[config.mk]
export PLATFORM = sky130hd
export DESIGN_NAME = fp_mult_seq_ctrl
export DESIGN_NICKNAME = d
export VERILOG_FILES = /design/src/rtl/fp_mult_seq_ctrl.sv
export SDC_FILE = /design/constraint.sdc
export NUM_CORES = 1
export LEC_CHECK = 0
export ABC_AREA = 0
export BUFFER_PORTS_ARGS = -buffer_cell sky130_fd_sc_hd__buf_2
export CAP_MARGIN = 20
export CORE_UTILIZATION = 65
export DETAILED_ROUTE_END_ITERATION = 8
export GPL_ROUTABILITY_DRIVEN = 0
export PLACE_DENSITY = 0.95
export SYNTH_ARGS = -nofsm -noshare
export SYNTH_HDL_FRONTEND = slang
export SYNTH_SLANG_ARGS = --single-unit
[constraint.sdc]
create_clock -name clk -period 5.45 [get_ports clk]
set_input_delay 0.8175 -clock clk [delete_from_list [all_inputs] [get_ports clk]]
set_output_delay 0.8175 -clock clk [all_outputs]
set_load 0.05 [all_outputs]
[src/rtl/fp_mult_seq_ctrl.sv]
// Sequential FP32 multiplier controller: a radix-2 shift-add significand multiply followed by
// normalisation, round-to-nearest-even and packing, with valid/ready handshakes on both sides.
module fp_mult_seq_ctrl #(
    parameter int unsigned WIDTH     = 32,
    parameter int unsigned EXP_WIDTH = 8,
    parameter int unsigned SIG_WIDTH = 23
) (
    input  logic             clk,
    input  logic             rst,
    input  logic             in_valid,
    output logic             in_ready,
    input  logic [WIDTH-1:0] a,
    input  logic [WIDTH-1:0] b,
    output logic             out_valid,
    input  logic             out_ready,
    output logic [WIDTH-1:0] result,
    output logic [3:0]       flags
);

    localparam int unsigned MW  = SIG_WIDTH + 1;
    localparam int unsigned MW1 = MW + 1;
    localparam int unsigned PW  = 2 * MW;
    localparam int unsigned EW  = EXP_WIDTH + 2;
    localparam int unsigned CW  = $clog2(MW);

    localparam logic [EXP_WIDTH-1:0] EXP_ALL1  = '1;
    localparam logic [EXP_WIDTH-1:0] EXP_MIN   = EXP_WIDTH'(1);
    localparam logic signed [EW-1:0] EXP_ONE   = EW'(1);
    localparam logic signed [EW-1:0] EXP_BIAS  = EW'((1 << (EXP_WIDTH - 1)) - 1);
    localparam logic signed [EW-1:0] EXP_OVF   = EW'((1 << EXP_WIDTH) - 1);
    localparam logic [SIG_WIDTH-1:0] SIG_ZERO  = '0;
    localparam logic [WIDTH-2:0]     MAG_ZERO  = '0;
    localparam logic [WIDTH-1:0]     QNAN      = {1'b0, EXP_ALL1, 1'b1, {(SIG_WIDTH-1){1'b0}}};
    localparam logic [CW-1:0]        LAST_ITER = CW'(MW - 1);

    typedef enum logic [2:0] {IDLE, MUL, NORM, ROUND, DONE} fsmStateT;

    fsmStateT              state, stateNext;
    logic [PW-1:0]         prod, prodNext;
    logic [MW-1:0]         mcand, mcandNext;
    logic [MW-1:0]         mplier, mplierNext;
    logic signed [EW-1:0]  expAcc, expNext;
    logic                  signQ, signNext;
    logic                  sticky, stickyNext;
    logic [CW-1:0]         iterCnt, iterNext;
    logic [WIDTH-1:0]      resultNext;
    logic [3:0]            flagsNext;
    logic                  outValidNext, inReadyNext;

    // Operand unpack and special-value classification
    logic [EXP_WIDTH-1:0] expA, expB, effA, effB;
    logic [SIG_WIDTH-1:0] fracA, fracB;
    logic                 aExpZero, bExpZero, aExpMax, bExpMax;
    logic                 aNan, bNan, aSnan, bSnan, aInf, bInf, aZero, bZero;
    logic [MW-1:0]        sigA, sigB;
    logic signed [EW-1:0] expInit;
    logic                 prodSign;

    assign expA     = a[WIDTH-2 -: EXP_WIDTH];
    assign expB     = b[WIDTH-2 -: EXP_WIDTH];
    assign fracA    = a[SIG_WIDTH-1:0];
    assign fracB    = b[SIG_WIDTH-1:0];
    assign aExpZero = (expA == '0);
    assign bExpZero = (expB == '0);
    assign aExpMax  = (expA == EXP_ALL1);
    assign bExpMax  = (expB == EXP_ALL1);
    assign aNan     = aExpMax & (fracA != '0);
    assign bNan     = bExpMax & (fracB != '0);
    assign aSnan    = aNan & ~fracA[SIG_WIDTH-1];
    assign bSnan    = bNan & ~fracB[SIG_WIDTH-1];
    assign aInf     = aExpMax & (fracA == '0);
    assign bInf     = bExpMax & (fracB == '0);
    assign aZero    = aExpZero & (fracA == '0);
    assign bZero    = bExpZero & (fracB == '0);
    assign sigA     = {~aExpZero, fracA};
    assign sigB     = {~bExpZero, fracB};
    assign effA     = aExpZero ? EXP_MIN : expA;
    assign effB     = bExpZero ? EXP_MIN : expB;
    assign expInit  = $signed(EW'(effA)) + $signed(EW'(effB)) - EXP_BIAS;
    assign prodSign = a[WIDTH-1] ^ b[WIDTH-1];

    // One shift-add step: add the multiplicand into the upper half, then shift right
    logic [MW:0] mulAddend, mulSum;
    assign mulAddend = mplier[0] ? {1'b0, mcand} : '0;
    assign mulSum    = {1'b0, prod[PW-1:MW]} + mulAddend;

    // Round-to-nearest-even on the normalised product
    logic [MW-1:0]        mantRaw;
    logic                 guardBit, stickyAll, roundUp, inexact, isOvf, isUnf;
    logic [MW:0]          mantSum;
    logic [SIG_WIDTH-1:0] mantFin;
    logic signed [EW-1:0] expRnd;

    assign mantRaw   = prod[PW-2 -: MW];
    assign guardBit  = prod[PW-MW-2];
    assign stickyAll = (|prod[PW-MW-3:0]) | sticky;
    assign roundUp   = guardBit & (stickyAll | mantRaw[0]);
    assign mantSum   = {1'b0, mantRaw} + MW1'(roundUp);
    assign mantFin   = mantSum[MW] ? mantSum[MW-1:1] : mantSum[SIG_WIDTH-1:0];
    assign expRnd    = mantSum[MW] ? expAcc + EXP_ONE : expAcc;
    assign inexact   = guardBit | stickyAll;
    assign isOvf     = (expRnd >= EXP_OVF);
    // Results that stay below the normal range are flushed to zero
    assign isUnf     = (expRnd < EXP_ONE) | (~prod[PW-2] & (|prod));

    always_comb begin
        stateNext    = state;
        prodNext     = prod;
        mcandNext    = mcand;
        mplierNext   = mplier;
        expNext      = expAcc;
        signNext     = signQ;
        stickyNext   = sticky;
        iterNext     = iterCnt;
        resultNext   = result;
        flagsNext    = flags;
        outValidNext = out_valid;

        case (state)
            IDLE: begin
                if (in_valid && in_ready) begin
                    signNext = prodSign;
                    if (aNan || bNan) begin
                        resultNext   = QNAN;
                        flagsNext    = {aSnan | bSnan, 3'b000};
                        outValidNext = 1'b1;
                        stateNext    = DONE;
                    end else if ((aInf && bZero) || (aZero && bInf)) begin
                        resultNext   = QNAN;
                        flagsNext    = 4'b1000;
                        outValidNext = 1'b1;
                        stateNext    = DONE;
                    end else if (aInf || bInf) begin
                        resultNext   = {prodSign, EXP_ALL1, SIG_ZERO};
                        flagsNext    = 4'b0000;
                        outValidNext = 1'b1;
                        stateNext    = DONE;
                    end else if (aZero || bZero) begin
                        resultNext   = {prodSign, MAG_ZERO};
                        flagsNext    = 4'b0000;
                        outValidNext = 1'b1;
                        stateNext    = DONE;
                    end else begin
                        mcandNext  = sigA;
                        mplierNext = sigB;
                        prodNext   = '0;
                        expNext    = expInit;
                        stickyNext = 1'b0;
                        iterNext   = '0;
                        stateNext  = MUL;
                    end
                end
            end
            MUL: begin
                prodNext   = {mulSum, prod[MW-1:1]};
                mplierNext = mplier >> 1;
                iterNext   = iterCnt + CW'(1);
                if (iterCnt == LAST_ITER) begin
                    stateNext = NORM;
                end
            end
            NORM: begin
                if (prod[PW-1]) begin
                    prodNext   = {1'b0, prod[PW-1:1]};
                    stickyNext = sticky | prod[0];
                    expNext    = expAcc + EXP_ONE;
                    stateNext  = ROUND;
                end else if (!prod[PW-2] && (expAcc > EXP_ONE)) begin
                    prodNext = {prod[PW-2:0], 1'b0};
                    expNext  = expAcc - EXP_ONE;
                end else begin
                    stateNext = ROUND;
                end
            end
            ROUND: begin
                if (isOvf) begin
                    resultNext = {signQ, EXP_ALL1, SIG_ZERO};
                    flagsNext  = 4'b0101;
                end else if (isUnf) begin
                    resultNext = {signQ, MAG_ZERO};
                    flagsNext  = 4'b0011;
                end else begin
                    resultNext = {signQ, expRnd[EXP_WIDTH-1:0], mantFin};
                    flagsNext  = {3'b000, inexact};
                end
                outValidNext = 1'b1;
                stateNext    = DONE;
            end
            DONE: begin
                if (out_ready) begin
                    outValidNext = 1'b0;
                    stateNext    = IDLE;
                end
            end
            default: begin
                outValidNext = 1'b0;
                stateNext    = IDLE;
            end
        endcase

        inReadyNext = (stateNext == IDLE);
    end

    always_ff @(posedge clk) begin
        if (rst) begin
            state     <= IDLE;
            prod      <= '0;
            mcand     <= '0;
            mplier    <= '0;
            expAcc    <= '0;
            signQ     <= 1'b0;
            sticky    <= 1'b0;
            iterCnt   <= '0;
            result    <= '0;
            flags     <= '0;
            out_valid <= 1'b0;
            in_ready  <= 1'b0;
        end else begin
            state     <= stateNext;
            prod      <= prodNext;
            mcand     <= mcandNext;
            mplier    <= mplierNext;
            expAcc    <= expNext;
            signQ     <= signNext;
            sticky    <= stickyNext;
            iterCnt   <= iterNext;
            result    <= resultNext;
            flags     <= flagsNext;
            out_valid <= outValidNext;
            in_ready  <= inReadyNext;
        end
    end

endmodule

# --- Word level (Yosys, flattened, before mapping) ---
# Cells that the tools add are included.
classes:
  addsub: 7
  order_cmp: 3
  eq_ne: 16
  n_mux: 73
  bitwise: 27
  reduce_logical: 33
op_table:
  columns: ["operator", "count"]
  rows:
  - ["48-bit two-way mux", 7]
  - ["32-bit two-way mux", 5]
  - ["24-bit two-way mux", 6]
  - ["48-bit case mux with 3 select lines", 1]
  - ["10-bit two-way mux", 8]
  - ["32-bit case mux with 2 select lines", 1]
  - ["31-bit two-way mux", 2]
  - ["24-bit case mux with 2 select lines", 1]
  - ["48-bit OR reduction", 1]
  - ["23-bit logical NOT", 2]
  - ["23-bit nonzero test", 2]
  - ["3-bit two-way mux", 10]
  - ["24-bit by 1-bit adder with 25-bit output", 1]
  - ["24-bit by 24-bit adder with 25-bit output", 1]
  - ["5-bit two-way mux", 5]
  - ["23-bit two-way mux", 1]
  - ["22-bit OR reduction", 1]
  - ["7-bit AND reduction", 3]
  - ["4-bit two-way mux", 5]
  - ["10-bit case mux with 2 select lines", 1]
  - ["6-bit AND reduction", 3]
  - ["8-bit == test (second input constant)", 2]
  - ["8-bit logical NOT", 2]
  - ["8-bit two-way mux", 2]
  - ["other kinds (36)", 86]
word_totals:
  register_bits: 154
  in_bits: 68
  out_inout_bits: 38
  wordCells: 172

# --- Longest topological paths before layout ---
depth:
  ltp_word: 11
  mapped_depth: 15
  ltp_nobuf: 15

# --- Worst setup path before layout ---
# Ideal clock, no wire load.
synth_path:
  path_kind: "input-to-reg"
  from: "input port a[24]"
  to: "register expAcc[7]"
  setup_time_ns: 0.071
  arrival_ns: 2.938
  required_ns: 5.379
  slack_ns: 2.441
  stages: 15
  n_path_buf: 0
  path_cell_list: "nor4_1 and2_1 nor2_1 ha_1 inv_1 ha_1 fa_1 a21oi_1 o21bai_1 a21o_1 a21o_1 and3_1 a21oi_1 o311ai_0 a21oi_1"
synth_via:
  elab_chain_len: 10
  word_cells_on_any_way: 25
  cone_classes: "add/sub: 2; eq/ne: 5; mux: 7; bitwise: 3; reduce/logical: 8"
synth_rtl:
  columns: ["element", "line", "text"]
  rows:
  - ["from (decl)", "12", "input logic [WIDTH-1:0] a,"]
  - ["8-bit logical NOT", "63", "assign aExpZero = (expA == '0);"]
  - ["8-bit two-way mux", "77", "assign effA = aExpZero ? EXP_MIN : expA;"]
  - ["8-bit by 8-bit adder with 9-bit output", "79", "assign expInit = $signed(EW'(effA)) + $signed(EW'(effB)) - EXP_BIAS;"]
  - ["9-bit by 7-bit subtractor with 10-bit output", "79", null]
  - ["10-bit two-way mux", "138", "end else if (aZero || bZero) begin"]
  - ["10-bit two-way mux", "133", "end else if (aInf || bInf) begin"]
  - ["10-bit two-way mux", "128", "end else if ((aInf && bZero) || (aZero && bInf)) begin"]
  - ["10-bit two-way mux", "123", "if (aNan || bNan) begin"]
  - ["10-bit two-way mux", "121", "if (in_valid && in_ready) begin"]
  - ["10-bit case mux with 2 select lines", "119", "case (state)"]
  - ["to (signal assigned)", "223", "expAcc <= expNext;"]
  - ["to (decl)", "42", "logic signed [EW-1:0] expAcc, expNext;"]
# Parallel ways exist; a longest one is shown, timed or not. The select of a mux whose other input is x is not followed.
# A chain may end at the register's enable or synchronous reset.

# --- Final worst setup path ---
layout_path:
  from: "register expAcc[0]"
  to: "register prod[37]"
layout_via:
  elab_chain_len: 4
layout_rtl:
  columns: ["element", "line", "text"]
  rows:
  - ["10-bit by 2-bit > comparator with 1-bit output", "168", "end else if (!prod[PW-2] && (expAcc > EXP_ONE)) begin"]
  - ["1-bit logical AND", "168", null]
  - ["3-bit inequality test (no source line)", null, null]
  - ["7-bit AND reduction (no source line)", null, null]
  - ["to (signal assigned)", "220", "prod <= prodNext;"]
  - ["to (decl)", "39", "logic [PW-1:0] prod, prodNext;"]
# No other way between the ends.

==> run_results.csv <==
group,metric,value,unit
outcome,status,"finished, violations left",
outcome,violations,"DRC",
sta,post-route-period-util,68.5,%
clock_tree,hold_buffers,0,
power,p_comb_share,16.7,%
sta,max-slew-margin-rel,38.5,%
floorplanning,row_count,44,
worst_setup_path,slowest_stage,"nand3_2",
clock_tree,cts.sinks,154,
grt,antenna_found_initial,0,
floorplanning,die_w,125,um
logic_synthesis,synth_cell_types,82,
sta,finalHoldViolCount,0,
worst_setup_path,crit_type,"flip-flop to flip-flop",
power,leakagePower,4.26,nW
cells_and_area,final_nets,1406,
floorplanning,initial_core_util,67.2,%
floorplanning,fp.dieArea,15600,um2
clock_tree,clk_latency,0.44,ns
logic_synthesis,syn_inst,1264,
routing,drt_wl_total,27800,um
clock_tree,cts_root_buf,"clkbuf_16",
logic_synthesis,synth_fa_ha_area_share,6.01,%
routing,vias,10100,
sta,setup-violations-final,0,
logic_synthesis,synthMuxAreaShare,3.68,%
cells_and_area,drive_above_1_share,14.2,%
sta,fin_crit,3.74,ns
cells_and_area,diodes,0,
worst_setup_path,worstPathMaxFanout,45,
logic_synthesis,yosysWarnings,0,
logic_synthesis,synth_top_family_by_area,"simple AND/OR/NAND/NOR gates",
logic_synthesis,synth-simple-area-share,25.3,%
routing,dr.pass1.iters,9,
sta,rsz0062_at_grt,"no",
logic_synthesis,synth.area.top_cells,"dfxtp_1 31%, nand2_1 6.0%, nor2_1 5.9%, ha_1 5.6%, a21oi_1 3.6%",
sta,tightest_slew,0.921,ns
sta,hold-worst-slack,0.463,ns
grt,grt_max_degree,63,
worst_setup_path,start_kind,"flip-flop",
routing,drc_errors,31,
logic_synthesis,async_flop_share,0,%
logic_synthesis,postSynthAreaPerCell,7.78,um2
grt,grt-ovfl-total,0,
logic_synthesis,ys_ff_latch,154,
sta,worst_slack,1.71,ns
logic_synthesis,synth_top_area_share,31.3,%
sta,slew_violations,0,
power,switching_share,31.1,%
logic_synthesis,synthFlopType,"dfxtp_1",
clock_tree,cts_setup_buffers,0,
power,power.internal,1.97,mW
power,p_per_area,264,nW/um2
clock_tree,clockBufferDepth,2,
place,portBuffers,105,
min_path,hold_path.class,"flip-flop to flip-flop",
routing,ant_nets,0,
floorplanning,die_h,125,um
power,p_clk_share,40.2,%
sta,fin_setup_tns,0,ns
clock_tree,cts_resized,0,
power,p_sw,889,uW
logic_synthesis,synth_compound_area_share,22.7,%
clock_tree,clkTransAtPathRegs,0.07,ns
cells_and_area,area_growth_syn_to_layout,9.99,%
grt,grt_pass1_wl,45700,um
logic_synthesis,yosysTopAreaCell,"dfxtp_1",
grt,gr-usage-all-layers,35.9,%
sta,max_freq,0.268,GHz
worst_setup_path,crit_arrival,4.07,ns
logic_synthesis,synth-edff-count,0,
floorplanning,ios,106,
routing,drt_iter0_drc,1535,
job,maxCapViolations,0,
power,p_seq_share,43.1,%
worst_setup_path,cp_data_required_time,5.78,ns
logic_synthesis,synth_xor_area_share,5.08,%
power,ir_drop,0.270,mV
worst_setup_path,cp_common_cell,"nor2_1",
place,dpl.hpwl,19100,um
clock_tree,cts_tree,"yes",
clock_tree,cts_max_level,4,
sta,fin_skew,0.0100,ns
floorplanning,core_area,14600,um2
cells_and_area,fillers,1015,
logic_synthesis,syn-num-nets,1378,
worst_setup_path,critPathCaptureType,"flip-flop",
place,preCtsSetupSlack,1.80,ns
grt,grt_pass1_vias,9311,
logic_synthesis,netlist_area,9830,um2
routing,vias_per_cell,6.80,
worst_setup_path,cpPeakStageDelay,0.74,ns
clock_tree,cts_buffers,17,
routing,wl_per_cell,18.7,um
worst_setup_path,crit_chain,"inv_1 > ha_1 > nor2_1 > o41a_1 > buf_4 > nor2_1 > o21ai_1 > nand3_2 > a22oi_1 > o22ai_1 > a41o_1",
logic_synthesis,ys_seq_area_share,31.3,%
-- per-layer routing --
metal | GRT usage (%) | share of wire, % | up-vias | wire length, um
met4 | 19.8 | 4.7 | 0 | 1310
met1 | 45.3 | 40 | 4643 | 11000
met5 | 0 | 0 | - | 0
li1 | - | - | 4677 | -
met3 | 7.06 | 10 | 125 | 2790
met2 | 57.7 | 46 | 673 | 12700
-- through the flow --
step           power (mW)  utilization [%]  std cells  area (um2)
2_1_floorplan        1.58                -       1264        9830
4_1_cts              2.83             73.7       1487       10800
3_3_place_gp         1.69             69.9       1455       10200
6_report             2.85             73.9       1489       10800
3_5_place_dp         1.71             69.9       1455       10200
5_1_grt              2.96             73.9       1489       10800
-- state kept, by name, indices dropped and copies added (netlist names) --
name / cells
state: 3
prod: 48
expAcc: 10
in_ready: 1
sticky: 1
mcand: 24
iterCnt: 5
out_valid: 1
signQ: 1
mplier: 24
flags: 4
result: 32
-- power groups by stage --
stage               combinational [mW]  clock, mW  sequential [mW]
finish                           0.477       1.15             1.23
global route                     0.522       1.20             1.24
CTS                              0.463       1.14             1.23
detailed placement               0.457          0             1.25
global placement                 0.442          0             1.25
floorplan                        0.357          0             1.23
-- worst paths after layout --
check | startpoint | to | cells past startpoint | slack, ns
worst max register to register | expAcc[0] | prod[37] | 11 | 1.71
worst max-delay path | expAcc[0] | prod[37] | 11 | 1.71
worst min-delay path | flags[3] | flags[3] | 2 | 0.46
worst min register to register | flags[3] | flags[3] | 2 | 0.46
-- Yosys cell counts, drive strengths merged, types with 27 or more instances --
cell type,instances
clkbuf,82
nor4,33
mux2i,35
a222oi,32
nand3,32
nand2,159
and2,30
inv,27
dfxtp,154
ha,44
xnor2,40
o21ai,61
nor2,156
a21oi,70
buf,28
-- worst max-delay path: cells and delay by family, from the launching register on --
| kind | cells | cell delay [ns] |
|---|---|---|
| adder cells (fa/ha/maj) | 1 | 0.29 |
| flip-flops | 1 | 0.68 |
| AND/OR/NAND/NOR | 3 | 0.94 |
| AO/OA/AOI/OAI | 5 | 1.22 |
| buffers and inverters | 2 | 0.45 |
-- cells in the final DEF, fill, tap and decap left out, types with 17 or more instances in the layout --
cell type	instances
nor2_1	154
inv_1	26
dfxtp_1	153
nand3_1	31
xor2_1	17
and2_1	29
buf_2	104
a222oi_1	32
nand2_1	158
nor4_1	30
nor3_1	22
mux2i_1	35
a21oi_1	70
ha_1	44
xnor2_1	40
a311oi_1	24
clkbuf_16	17
o21ai_0	57
nand4_1	23
-- cells by family (layout without fill, tap and decap cells) --
group	Yosys count	count (layout)
AOI/OAI and AO/OA	312	312
xor gates and xnor gates	57	57
adders and majority gates	46	46
buffers and inverters	138	179
DFF	154	154
muxes	36	36
and+or+nand+nor	521	521
-- layout make-up --
type / count / area, um2 / share of cell area [%]
clock buffers: 19 / 453 / 4.19
clock inverters: 13 / 109 / 1.01
inverters: 28 / 105 / 0.972
multi-input cells: 972 / 6190 / 57.3
flip-flops and latches: 154 / 3080 / 28.5
well taps: 184 / 230 / 2.13
repair buffers: 119 / 641 / 5.92
Power figures use the tool's default switching activity.
